==> config.mk <==
export PLATFORM = sky130hd
export DESIGN_NAME = uart_tx_frame_gen_flat
export DESIGN_NICKNAME = d
export VERILOG_FILES = /design/src/rtl/uart_tx_frame_gen_if.sv /design/src/rtl/uart_tx_frame_gen.sv /design/src/flat_wrapper.sv
export SDC_FILE = /design/constraint.sdc
export NUM_CORES = 1
export LEC_CHECK = 0
export CORE_ASPECT_RATIO = 1.4
export CORE_MARGIN = 3
export CORE_UTILIZATION = 48
export DETAILED_ROUTE_END_ITERATION = 7
export PLACE_DENSITY = 0.79
export SYNTH_ARGS = -nofsm -noshare
export SYNTH_HDL_FRONTEND = slang
export SYNTH_SLANG_ARGS = --single-unit
export TNS_END_PERCENT = 50
==> constraint.sdc <==
create_clock -name clk -period 1.7 [get_ports clk]
set_input_delay 0.51 -clock clk [delete_from_list [all_inputs] [get_ports clk]]
set_output_delay 0.51 -clock clk [all_outputs]
set_load 0.01 [all_outputs]
==> src/rtl/uart_tx_frame_gen_if.sv <==
// Parallel-word handshake into the UART transmitter: the producer drives in_valid/data_in,
// the transmitter answers with in_ready.
interface uart_tx_frame_gen_if #(
  parameter int DATA_W = 8
) ();
  logic              in_valid;
  logic [DATA_W-1:0] data_in;
  logic              in_ready;

  modport master (output in_valid, output data_in, input in_ready);
  modport slave  (input in_valid, input data_in, output in_ready);
endinterface

==> src/rtl/uart_tx_frame_gen.sv <==
// Parametrised UART transmitter: start, DATA_W data bits LSB first, optional parity, 1-2 stop bits.
// Define UART_TX_FIFO_EN to place a FIFO_DEPTH-entry word FIFO in front of the frame FSM.
module uart_tx_frame_gen #(
  parameter int DATA_W       = 8,
  parameter int CLKS_PER_BIT = 16,
  parameter int PARITY_MODE  = 1,
  parameter int STOP_BITS    = 1,
  parameter int FIFO_DEPTH   = 4
) (
  input  logic                          clk,
  input  logic                          rst,
  uart_tx_frame_gen_if.slave            s_in,
  output logic                          tx1,
  output logic                          busy,
  output logic                          frame_done,
  output logic [$clog2(FIFO_DEPTH):0]   fifo_level
);

  localparam int CNT_W = $clog2(CLKS_PER_BIT + 1);
  localparam int BIT_W = $clog2(DATA_W + 1);
  localparam int LVL_W = $clog2(FIFO_DEPTH) + 1;

  localparam logic [CNT_W-1:0] CNT_LAST   = CNT_W'(CLKS_PER_BIT - 1);
  localparam logic [BIT_W-1:0] DATA_LAST  = BIT_W'(DATA_W - 1);
  localparam logic [BIT_W-1:0] STOP_LAST  = BIT_W'(STOP_BITS - 1);
  localparam bit               HAS_PARITY = (PARITY_MODE != 0);

  typedef enum logic [2:0] {
    S_IDLE,
    S_START,
    S_DATA,
    S_PARITY,
    S_STOP
  } state_t;

  if (PARITY_MODE < 0 || PARITY_MODE > 2) begin : g_bad_parity
    $error("uart_tx_frame_gen: PARITY_MODE must be 0, 1 or 2");
  end
  if (STOP_BITS < 1 || STOP_BITS > 2) begin : g_bad_stop
    $error("uart_tx_frame_gen: STOP_BITS must be 1 or 2");
  end
  if (DATA_W < 5 || DATA_W > 9) begin : g_bad_width
    $error("uart_tx_frame_gen: DATA_W must be 5..9");
  end
  if (CLKS_PER_BIT < 1) begin : g_bad_baud
    $error("uart_tx_frame_gen: CLKS_PER_BIT must be >= 1");
  end

  state_t              r_state;
  logic [CNT_W-1:0]    r_cnt;
  logic [BIT_W-1:0]    r_bit;
  logic [DATA_W-1:0]   r_shift;
  logic                r_par;
  logic                r_tx;
  logic                r_done;

  logic                w_start;
  logic [DATA_W-1:0]   w_word;
  logic                w_bit_end;

  state_t              w_nxt_state;
  logic [CNT_W-1:0]    w_nxt_cnt;
  logic [BIT_W-1:0]    w_nxt_bit;
  logic [DATA_W-1:0]   w_nxt_shift;
  logic                w_nxt_par;
  logic                w_nxt_tx;
  logic                w_nxt_done;

`ifdef UART_TX_FIFO_EN
  localparam int PTR_W = $clog2(FIFO_DEPTH);

  logic [DATA_W-1:0]   r_mem [FIFO_DEPTH];
  logic [PTR_W-1:0]    r_wr_ptr;
  logic [PTR_W-1:0]    r_rd_ptr;
  logic [LVL_W-1:0]    r_level;
  logic                w_full;
  logic                w_empty;
  logic                w_push;
  logic                w_pop;

  assign w_full         = (r_level == LVL_W'(FIFO_DEPTH));
  assign w_empty        = (r_level == '0);
  // A full FIFO refuses a push even when the FSM pops in the same cycle.
  assign w_push         = s_in.in_valid && !w_full;
  assign w_pop          = (r_state == S_IDLE) && !w_empty;
  assign s_in.in_ready  = !w_full;
  assign w_start        = w_pop;
  assign w_word         = r_mem[r_rd_ptr];
  assign fifo_level     = r_level;

  // NOTE: the storage array is deliberately not reset; emptying is done by the pointers
  // and level, and a resettable memory would cost a mux per bit for no functional gain.
  always_ff @(posedge clk) begin
    if (w_push) r_mem[r_wr_ptr] <= s_in.data_in;
  end

  always_ff @(posedge clk or posedge rst) begin
    if (rst) begin
      r_wr_ptr <= '0;
      r_rd_ptr <= '0;
      r_level  <= '0;
    end else begin
      if (w_push) r_wr_ptr <= r_wr_ptr + 1'b1;
      if (w_pop)  r_rd_ptr <= r_rd_ptr + 1'b1;
      case ({w_push, w_pop})
        2'b10:   r_level <= r_level + 1'b1;
        2'b01:   r_level <= r_level - 1'b1;
        default: r_level <= r_level;
      endcase
    end
  end
`else
  assign w_start        = s_in.in_valid && (r_state == S_IDLE);
  assign w_word         = s_in.data_in;
  assign s_in.in_ready  = (r_state == S_IDLE);
  assign fifo_level     = '0;
`endif

  assign w_bit_end = (r_cnt == CNT_LAST);

  // NOTE: every variable gets a default before the case tree so no path can infer a latch.
  always_comb begin
    w_nxt_state = r_state;
    w_nxt_cnt   = r_cnt;
    w_nxt_bit   = r_bit;
    w_nxt_shift = r_shift;
    w_nxt_par   = r_par;
    if (r_state == S_IDLE) begin
      w_nxt_cnt = '0;
      w_nxt_bit = '0;
      if (w_start) begin
        w_nxt_state = S_START;
        w_nxt_shift = w_word;
        w_nxt_par   = (PARITY_MODE == 2) ? ~^w_word : ^w_word;
      end
    end else if (!w_bit_end) begin
      w_nxt_cnt = r_cnt + 1'b1;
    end else begin
      w_nxt_cnt = '0;
      case (r_state)
        S_START: begin
          w_nxt_state = S_DATA;
          w_nxt_bit   = '0;
        end
        S_DATA: begin
          w_nxt_shift = r_shift >> 1;
          if (r_bit == DATA_LAST) begin
            w_nxt_bit   = '0;
            w_nxt_state = HAS_PARITY ? S_PARITY : S_STOP;
          end else begin
            w_nxt_bit = r_bit + 1'b1;
          end
        end
        S_PARITY: begin
          w_nxt_state = S_STOP;
          w_nxt_bit   = '0;
        end
        S_STOP: begin
          if (r_bit == STOP_LAST) w_nxt_state = S_IDLE;
          else                    w_nxt_bit   = r_bit + 1'b1;
        end
        default: w_nxt_state = S_IDLE;
      endcase
    end
  end

  // Line level and the end-of-frame pulse are decoded from the next state so both are registered.
  always_comb begin
    w_nxt_tx = 1'b1;
    case (w_nxt_state)
      S_START:  w_nxt_tx = 1'b0;
      S_DATA:   w_nxt_tx = w_nxt_shift[0];
      S_PARITY: w_nxt_tx = w_nxt_par;
      default:  w_nxt_tx = 1'b1;
    endcase
    w_nxt_done = (w_nxt_state == S_STOP) && (w_nxt_bit == STOP_LAST) && (w_nxt_cnt == CNT_LAST);
  end

  always_ff @(posedge clk or posedge rst) begin
    if (rst) begin
      r_state <= S_IDLE;
      r_cnt   <= '0;
      r_bit   <= '0;
      r_shift <= '0;
      r_par   <= 1'b0;
      r_tx    <= 1'b1;
      r_done  <= 1'b0;
    end else begin
      r_state <= w_nxt_state;
      r_cnt   <= w_nxt_cnt;
      r_bit   <= w_nxt_bit;
      r_shift <= w_nxt_shift;
      r_par   <= w_nxt_par;
      r_tx    <= w_nxt_tx;
      r_done  <= w_nxt_done;
    end
  end

  assign tx1        = r_tx;
  assign busy       = (r_state != S_IDLE);
  assign frame_done = r_done;

endmodule

==> src/flat_wrapper.sv <==
// flat-port wrapper written by rule: the top's interface ports become plain ports
module uart_tx_frame_gen_flat 
#(
  parameter int DATA_W       = 8,
  parameter int CLKS_PER_BIT = 16,
  parameter int PARITY_MODE  = 1,
  parameter int STOP_BITS    = 1,
  parameter int FIFO_DEPTH   = 4
)
  (clk, rst, tx1, busy, frame_done, fifo_level, s_in_in_valid, s_in_data_in, s_in_in_ready);
  uart_tx_frame_gen_if #(.DATA_W(DATA_W)) s_in_i ();
  input  logic clk;
  input  logic rst;
  output logic tx1;
  output logic busy;
  output logic frame_done;
  output logic [$clog2(FIFO_DEPTH):0] fifo_level;
  input wire logic [$bits(s_in_i.in_valid)-1:0] s_in_in_valid;
  input wire logic [$bits(s_in_i.data_in)-1:0] s_in_data_in;
  output wire logic [$bits(s_in_i.in_ready)-1:0] s_in_in_ready;
  assign s_in_i.in_valid = s_in_in_valid;
  assign s_in_i.data_in = s_in_data_in;
  assign s_in_in_ready = s_in_i.in_ready;
  uart_tx_frame_gen #(.DATA_W(DATA_W), .CLKS_PER_BIT(CLKS_PER_BIT), .PARITY_MODE(PARITY_MODE), .STOP_BITS(STOP_BITS), .FIFO_DEPTH(FIFO_DEPTH)) u_core (.clk(clk), .rst(rst), .s_in(s_in_i), .tx1(tx1), .busy(busy), .frame_done(frame_done), .fifo_level(fifo_level));
endmodule
======== Word level (Yosys, flattened, before mapping) ========
Cells that the tools add are included.
storage, ports and cells
  logic and storage cells ................. 54
  bits of input ports ..................... 11
  flip-flop bits (word level) ............. 23
  output and inout port bits .............. 7
operators by class
  reduce and logical (&&, ||, !) cells .... 12
  add/subtract/negate cells ............... 2
  mux-type cells .......................... 20
  eq/ne operators ......................... 12
operators by type and width
  kind                                                  number
  two-way mux 8 bit                                     4
  two-way mux 4 bit                                     4
  two-way mux 3 bit                                     5
  equality test 3 x 2 -> 1 bit (second input constant)  4
  one-hot mux 3 bit (4 select lines)                    1
  one-hot mux 4 bit (3 select lines)                    1
  equality test 5 x 4 -> 1 bit (second input constant)  2
  two-way mux 5 bit                                     2
  logical NOT 4 bit                                     2
  parity 8 bit                                          1
  equality test 3 x 1 -> 1 bit (second input constant)  2
  equality test 3 bit (second input constant)           2
  adder 5 x 1 -> 5 bit (second input constant)          1
  adder 4 x 1 -> 4 bit (second input constant)          1
  equality test 4 x 3 -> 1 bit (second input constant)  1
  nonzero test 2 bit                                    2
  logical AND 1 bit                                     3
  logical NOT 3 bit                                     1
  one-hot mux 1 bit (3 select lines)                    1
  AND reduction 3 bit                                   1
  nonzero test 3 bit                                    1
  two-way mux 1 bit                                     2
  != test 2 x 1 -> 1 bit (second input constant)        1
  OR reduction 2 bit                                    1

======== Depth between registers and ports, before layout ========
Gate-level depths: netlist of run 1.
  word-level depth ........................ 8
  gate-level depth with buffers ........... 7
  mapped depth without buffers ............ 7

======== Worst setup path after synthesis of run 1 ========
OpenSTA, ideal clock, no wires.
  path type ............................... register to register
  start ................................... register u_core.r_bit[0]
  end ..................................... register u_core.r_done (netlist: u_core.frame_done)
  stages on the path, launching flop included .. 8
  clock period less this slack ............ 1770 ps
  setup time .............................. 96 ps
  required time ........................... 1604 ps
  slack ................................... -70 ps
  path buffers ............................ 0
  arrival time ............................ 1675 ps
  cell sequence ........................... dfrtp_1 > inv_1 > ha_1 > or3b_2 > nand2_1 > mux2i_1 > a32o_1 > nor4_2
between the ends
  word-level cells in the longest chain between the ends .. 8
  elaborated cells on any way between the ends .. 17
  those cells by class .................... add/sub: 1; eq/ne: 2; mux: 10; reduce/logical: 4
RTL lines
  item                                          line                                                text
  from (decl)                                   uart_tx_frame_gen.sv:51                             logic [BIT_W-1:0] r_bit;
  from (signal assigned)                        uart_tx_frame_gen.sv:191                            r_bit <= w_nxt_bit;
  adder 4 x 1 -> 4 bit (tied with other cells)  uart_tx_frame_gen.sv:151, uart_tx_frame_gen.sv:160
  two-way mux 4 bit (on tied branches)          uart_tx_frame_gen.sv:159, uart_tx_frame_gen.sv:147
  one-hot mux 4 bit (3 select lines) *          uart_tx_frame_gen.sv:140                            case (r_state)
  two-way mux 4 bit *                           uart_tx_frame_gen.sv:136                            end else if (!w_bit_end) begin
  two-way mux 4 bit *                           uart_tx_frame_gen.sv:128                            if (r_state == S_IDLE) begin
  via u_core.w_nxt_bit[2]                       uart_tx_frame_gen.sv:63                             logic [BIT_W-1:0] w_nxt_bit;
  logical NOT 4 bit *                           uart_tx_frame_gen.sv:176                            w_nxt_done = (w_nxt_state == S_STOP) && (w_nxt_bit == STOP_LAST) && (w_nxt_cnt == CNT_LAST);
  logical AND 1 bit * (2 in a row)              uart_tx_frame_gen.sv:176
  via u_core.w_nxt_done                         uart_tx_frame_gen.sv:67                             logic w_nxt_done;
  to (signal assigned)                          uart_tx_frame_gen.sv:195                            r_done <= w_nxt_done;
  to (decl)                                     uart_tx_frame_gen.sv:55                             logic r_done;
Mark *: on every way through the listed nets, which the timed path passes. The rest lies on a longest branch.
A chain may end at the register's enable or synchronous reset.

======== Final worst setup path of run 1 ========
  start ................................... register u_core.r_state[0]
  end ..................................... output port busy
between the ends
  word-level cells in the longest chain between the ends .. 1
RTL lines
  item                    line                      text
  from (decl)             uart_tx_frame_gen.sv:49   state_t r_state;
  from (signal assigned)  uart_tx_frame_gen.sv:189  r_state <= w_nxt_state;
  nonzero test 3 bit      uart_tx_frame_gen.sv:200  assign busy = (r_state != S_IDLE);
  to (decl)               flat_wrapper.sv:15        output logic busy;
Every way passes these cells.

==> results.toml, run 1 <==
[outcome]
status = "finished, violations left"
violations = "negative setup slack"

[synth]
yosysWarningCount = 0
syn_area_mm2 = 0.00133
synth_top_area_cell = "dfrtp_1"
avgSynthCellArea_um2 = 9.83
synth_most_common_cell = "dfrtp_1"
synth_top_area_frac = 0.415
synth-async-reset-ratio = 1.00
yosys-top-cells-count = "dfrtp_1 (22), nand2_1 (16), xnor2_1 (8)"
ys.flop_type = "dfrtp_1"
synth_cells = 135
ys_ff_latch = 23
seq_area_frac_synth = 0.434
post_synth_main_area_contributors = "dfrtp_1 (41%), xnor2_1 (5.3%), nand2_1 (4.5%), a22oi_1 (2.8%), ha_1 (2.8%)"
synth_cell_types = 48
synth_edf_count = 0

[sta]
fin_skew_ns = 0.00386
fin_crit_ns = 1.77
tns_ns = -0.137
setup_viol = 3
fin_ws_ns = -0.0717
min_period_over_period = 1.04
hold_viol = 0
slew_viol_final = 0
fmax_mhz = 564
grt_setup_unrepaired = "true"

[finish]
nFillCells = 197
antenna_cells = 0
area_growth_pct = 31.6
final_area_mm2 = 0.00175
stdcell_count = 206
nets = 187
layout-drive-gt1-share = 0.302

[pwr]
vdd_drop_max_v = 0.00107
power.density_mw_per_mm2 = 1300
power_leakage_nw = 0.786

[worst_setup_path]
reg2reg_from = "u_core.r_state[0]$_DFF_PP0_"
path_max_fanout = 2
worstPathRequired_ns = 1.19
worstRegToRegCells = 8
crit_chain = "nor3_4 -> buf_6 -> inv_4 -> buf_6"
cp_common_cell = "buf_6"
cp_slowest_cell = "dfrtp_1"
end_kind = "output port"
worstSetupEndpoint = "busy"
startpoint = "u_core.r_state[0]$_DFF_PP0_"
rrSetupSlack_ns = -0.02
reg2reg_to = "u_core.frame_done$_DFF_PP0_"
cp_slowest_stage_delay_ns = 0.42
crit_type = "reg -> out"
crit_arrival_ns = 1.26
crit_path_start_kind = "flip-flop"

[place]
dp.cells = 199
dpl.hpwl_mm = 2.16
numPortBuffers = 14
finalWeightedCongestion = 0.822
postPlaceCellArea_mm2 = 0.00164

[grt]
grt_max_degree = 24
grt_pass1_vias = 1183
grt_remaining_overflow = 0
grt_pass1_wl_mm = 5.09
grt_use_total = 0.197
grt_antenna_before_repair = 0

[cts]
clk_latency_ns = 0.31
cts_sinks = 23
cts_buffer_depth = 2
hold_buffers = 0
cts_root_buffer = "clkbuf_4"
cts_tree = "done"
clk_pin_slew_worst_paths_ns = 0.12
cts-buffers-inserted = 3
htreeDepth = 1

[die]
start_util = 0.526
fp-row-count = 21
io_pins = 18
die_h_um = 68.2
die_area_mm2 = 0.00344
die_w_um = 50.4
core_mm2 = 0.00252

[detailed_routing]
totalWireLength_mm = 2.96
drt_iter0_drc = 36
ant_nets = 0
wl_per_cell_um = 14.3
firstDrtPassIters = 5
vias_per_cell = 5.54
via_count = 1142
drc_errors = 0

[run]
cap_violations = 0

[min_path]
hold_class = "reg -> reg"
==> area by class of cell <==
type / count / area, µm² / area share
Timing Repair Buffer: 40 / 350 / 0.201
Inverter: 8 / 32.5 / 0.0186
Tap cell: 34 / 42.5 / 0.0244
Clock buffer: 4 / 26.3 / 0.0150
Sequential cell: 23 / 577 / 0.330
Multi-Input combinational cell: 97 / 718 / 0.411
==> layer usage <==
metal	wire (µm)	GRT usage	part of all wire	up-vias
li1	-	-	-	553
met1	1210	0.220	0.41	549
met2	1550	0.361	0.53	30
met3	97	0.0305	0.033	10
met4	92	0.0976	0.031	0
met5	0	0	0	-
==> worst max-delay path, delay by kind of cell (launching register included) <==
kind / cells / cell delay (ns)
buf+inv: 3 / 0.27
flops: 1 / 0.42
simple gates: 1 / 0.25
==> repair_timing <==
| action | 4_1_cts | 5_1_grt |
|---|---|---|
| endpoints found under the setup margin | 6 | 6 |
| pin swaps | 4 | 5 |
| setup buffers | 2 | 1 |
| gates resized for setup | 17 | 11 |
==> flip-flops by register name (all words and copies together) (netlist names) <==
register / count
u_core.r_par: 1
u_core.tx1: 1
u_core.r_state: 3
u_core.r_bit: 4
u_core.r_shift: 8
u_core.frame_done: 1
u_core.r_cnt: 5
==> placed cells by master (no fill, tap or decap), types with 2 or more instances in the layout <==
cell type / count
buf_4: 22
nor4_2: 2
nand4b_1: 2
o31ai_1: 2
a31oi_1: 2
nand3_1: 4
nand2_2: 2
dfrtp_1: 22
clkbuf_4: 3
a22oi_1: 5
clkdlybuf4s50_1: 10
inv_2: 2
dlygate4sd2_1: 2
buf_6: 6
nand2_1: 15
nor3_1: 3
nand2b_1: 3
ha_1: 2
nor2_1: 6
o21a_1: 2
inv_1: 5
and3_1: 2
a21oi_1: 6
xnor2_1: 8
or3b_4: 2
o21ai_0: 2
a221o_1: 2
conb_1: 3
==> worst min path at each step <==
stage / start / endpoint / depth (start not counted) / slack, ns
3_5_place_dp: u_core.r_shift[4]$_DFFE_PP0P_ / u_core.r_shift[4]$_DFFE_PP0P_ / 2 / 0.46
6_report: u_core.r_shift[4]$_DFFE_PP0P_ / u_core.r_shift[4]$_DFFE_PP0P_ / 2 / 0.49
5_1_grt: u_core.r_shift[1]$_DFFE_PP0P_ / u_core.r_shift[1]$_DFFE_PP0P_ / 2 / 0.52
2_1_floorplan: u_core.r_cnt[0]$_DFF_PP0_ / u_core.r_cnt[0]$_DFF_PP0_ / 1 / 0.44
4_1_cts: u_core.r_shift[4]$_DFFE_PP0P_ / u_core.r_shift[4]$_DFFE_PP0P_ / 2 / 0.49
3_3_place_gp: u_core.r_shift[5]$_DFFE_PP0P_ / u_core.r_shift[5]$_DFFE_PP0P_ / 2 / 0.46
==> cells by family after synthesis <==
group | count (synthesis) | synth area share
simple gates | 52 | 0.241
compound gates | 29 | 0.160
flops | 23 | 0.435
buf+inv | 17 | 0.0660
xor+xnor | 9 | 0.0594
fa+ha+maj | 3 | 0.0283
other cells | 1 | 0.00282
mux | 1 | 0.00754
==> report_power, final <==
| group | switching (W) | internal (W) |
|---|---|---|
| Sequential | 0.000132 | 0.000756 |
| Combinational | 0.000594 | 0.000537 |
| Clock | 0.000158 | 0.0000917 |
==> metrics by stage <==
step	total power, W	hold WS (ns)	worst slack (ns)	util
2_1_floorplan	0.00157	0.443	0.00948	-
6_report	0.00227	0.490	-0.0717	0.692
5_1_grt	0.00245	0.525	-0.135	0.692
3_5_place_dp	0.00192	0.462	-0.229	0.650
4_1_cts	0.00219	0.492	-0.0728	0.673
3_3_place_gp	0.00186	0.457	-0.135	0.650
No activity file was read; power rests on OpenSTA's default activity.
==> run 2, diff against run 1 <==
--- a/config.mk
+++ b/config.mk
@@ -5,11 +5,11 @@
 export SDC_FILE = /design/constraint.sdc
 export NUM_CORES = 1
 export LEC_CHECK = 0
+export ABC_AREA = 1
 export CORE_ASPECT_RATIO = 1.4
-export CORE_MARGIN = 3
-export CORE_UTILIZATION = 48
+export CORE_UTILIZATION = 50
 export DETAILED_ROUTE_END_ITERATION = 7
-export PLACE_DENSITY = 0.79
+export PLACE_DENSITY = 0.8
 export SYNTH_ARGS = -nofsm -noshare
 export SYNTH_HDL_FRONTEND = slang
 export SYNTH_SLANG_ARGS = --single-unit
==> run 2 against run 1 <==
  * The flow now finishes without violations
  * First-iteration DRC count grew 36%
  * Die area down 5.2%
  * Clock-buffer cell count did not move
  * Largest cell class unchanged
==> results.toml, run 2 <==
[die]
fp-row-count = 23
die_w_um = 48.6
die_h_um = 67.2
core_mm2 = 0.00288
die_area_mm2 = 0.00326
io_pins = 18
start_util = 0.527

[worst_setup_path]
cp_slowest_cell = "clkdlybuf4s50_1"
crit_chain = "clkdlybuf4s50_1"
path_max_fanout = 1
worstPathRequired_ns = 1.19
crit_path_start_kind = "flip-flop"
critPathBufInv = 1
crit_arrival_ns = 1.14
crit_type = "reg -> out"
critical-path-top-delay-family = "buffers and inverters"
end_kind = "output port"
cp_slowest_stage_delay_ns = 0.53

[pwr]
power.density_mw_per_mm2 = 513
power_leakage_nw = 0.991
vdd_drop_max_v = 0.000465

[detailed_routing]
via_count = 1401
firstDrtPassIters = 4
drt_iter0_drc = 49
drc_errors = 0
totalWireLength_mm = 3.39
vias_per_cell = 5.04
wl_per_cell_um = 12.2
ant_nets = 0

[sta]
fin_ws_ns = 0.0472
fin_crit_ns = 1.65
fmax_mhz = 605
tns_ns = 0
setup_viol = 0
min_period_over_period = 0.972
hold_viol = 0
slew_viol_final = 0
fin_skew_ns = 0.00261
fin_hold_ws_ns = 0.495

[synth]
synth_edf_count = 0
ys_ff_latch = 23
ys.flop_type = "dfrtp_1"
seq_area_frac_synth = 0.380
yosys-top-cells-count = "nand2_1 (63), dfrtp_1 (22), inv_1 (21), nand3_1 (21), nor2_1 (16)"
syn_area_mm2 = 0.00152
avgSynthCellArea_um2 = 7.63
post_synth_main_area_contributors = "dfrtp_1 (36%), nand2_1 (16%), nand3_1 (6.9%), inv_1 (5.2%), nor2_1 (4.0%)"
synth_cells = 199
synth-async-reset-ratio = 1.00
synth_most_common_cell = "nand2_1"
synth_cell_types = 33
synth_top_area_frac = 0.363
yosysWarningCount = 0
synth_top_area_cell = "dfrtp_1"

[cts]
clk_pin_slew_worst_paths_ns = 0.08
cts_sinks = 23
clk_latency_ns = 0.27
cts_root_buffer = "clkbuf_8"
cts-buffers-inserted = 3
htreeDepth = 1
cts_buffer_depth = 2
cts_tree = "done"

[place]
numPortBuffers = 14
dp_slack_ns = -0.118
dp.cells = 268
dpl.hpwl_mm = 2.52
finalWeightedCongestion = 0.892
postPlaceCellArea_mm2 = 0.00182

[run]
cap_violations = 0

[finish]
top_register = "u_core.r_shift"
register_area_um2 = 577
layout_common_cells = "nand2_1 (62), buf_4 (25), dfrtp_1 (22)"
final_common_cell = "nand2_1"
layout-drive-gt1-share = 0.249
final_area_mm2 = 0.00193
multi_input_area_um2 = 835
nFillCells = 226
stdcell_count = 278
largest_reg_flops = 8
antenna_cells = 0
reg.largest.list = "u_core.r_shift (8), u_core.r_cnt (5), u_core.r_bit (4)"
nets = 256
area_growth_pct = 27.1

[grt]
grt_antenna_before_repair = 0
grt_pass1_wl_mm = 5.24
grt_use_total = 0.215
grt_remaining_overflow = 0
grt_pass1_vias = 1287
grt_max_degree = 24

[outcome]
status = "finished, final reports clean"

[min_path]
hold_class = "reg -> reg"
## run 2: cell count changes after synthesis, sizes merged, moves of 5 or more
cell | previous run | this run
nand3 | 6 | 24
nand2 | 17 | 68
inv | 8 | 27
nor2 | 8 | 21
a22oi | 5 | 0
## run 2: cells by family (layout without fill, tap and decap cells)
logic type | Yosys count | in the layout | share of synthesized area
AND/OR/NAND/NOR | 118 | 119 | 0.386
flip-flops | 23 | 23 | 0.380
AO/OA/AOI/OAI | 13 | 13 | 0.0544
buffers and inverters | 32 | 71 | 0.101
XOR/XNOR | 9 | 9 | 0.0519
adder cells (fa/ha/maj) | 3 | 3 | 0.0247
other | 1 | 3 | 0.00247
## run 2: worst paths after layout
path	to	depth (start not counted)	slack, ns	from
max	frame_done	1	0.05	u_core.frame_done$_DFF_PP0_
min	u_core.r_shift[5]$_DFFE_PP0P_	2	0.50	u_core.r_shift[5]$_DFFE_PP0P_
max reg2reg	u_core.frame_done$_DFF_PP0_	10	0.08	u_core.r_cnt[0]$_DFF_PP0_
min reg2reg	u_core.r_shift[5]$_DFFE_PP0P_	2	0.50	u_core.r_shift[5]$_DFFE_PP0P_
max in group asynchronous	u_core.tx1$_DFF_PP1_	3	0.84	rst
min in group asynchronous	u_core.r_shift[7]$_DFFE_PP0P_	3	0.57	rst
## run 2: through the flow
stage | total power, W | util
CTS | 0.000987 | 0.647
finish | 0.000990 | 0.670
global route | 0.00102 | 0.670
detailed placement | 0.000658 | 0.632
global placement | 0.000656 | 0.632
floorplan | 0.000611 | -
## run 2: power by group
| group | total (W) | internal (W) | switching [W] |
|---|---|---|---|
| sequential | 0.000547 | 0.000547 | 0 |
| clock | 0.000344 | 0.000168 | 0.000176 |
| combinational | 0.0000993 | 0.0000483 | 0.0000511 |
## run 2: repair_timing
item | 4_1_cts | 5_1_grt
gates resized for setup | 5 | 10
gates cloned | 0 | 1
setup endpoints to repair | 3 | 4
endpoints found under the hold margin | 0 | 0
buffers inserted | 0 | 5
pin swaps | 1 | 4
hold buffers | 0 | 0
## run 2: layer usage
metal	routed length, µm	global-route usage
met1	1260	0.213
met2	1870	0.421
met3	75	0.0135
met4	178	0.169
met5	0	0
## run 2: layout make-up
class,count,share of cell area
flip-flops and latches,23,0.299
multi-input cells,147,0.433
inverters,28,0.0571
well taps,37,0.0240
repair buffers,39,0.164
clock buffers,4,0.0233
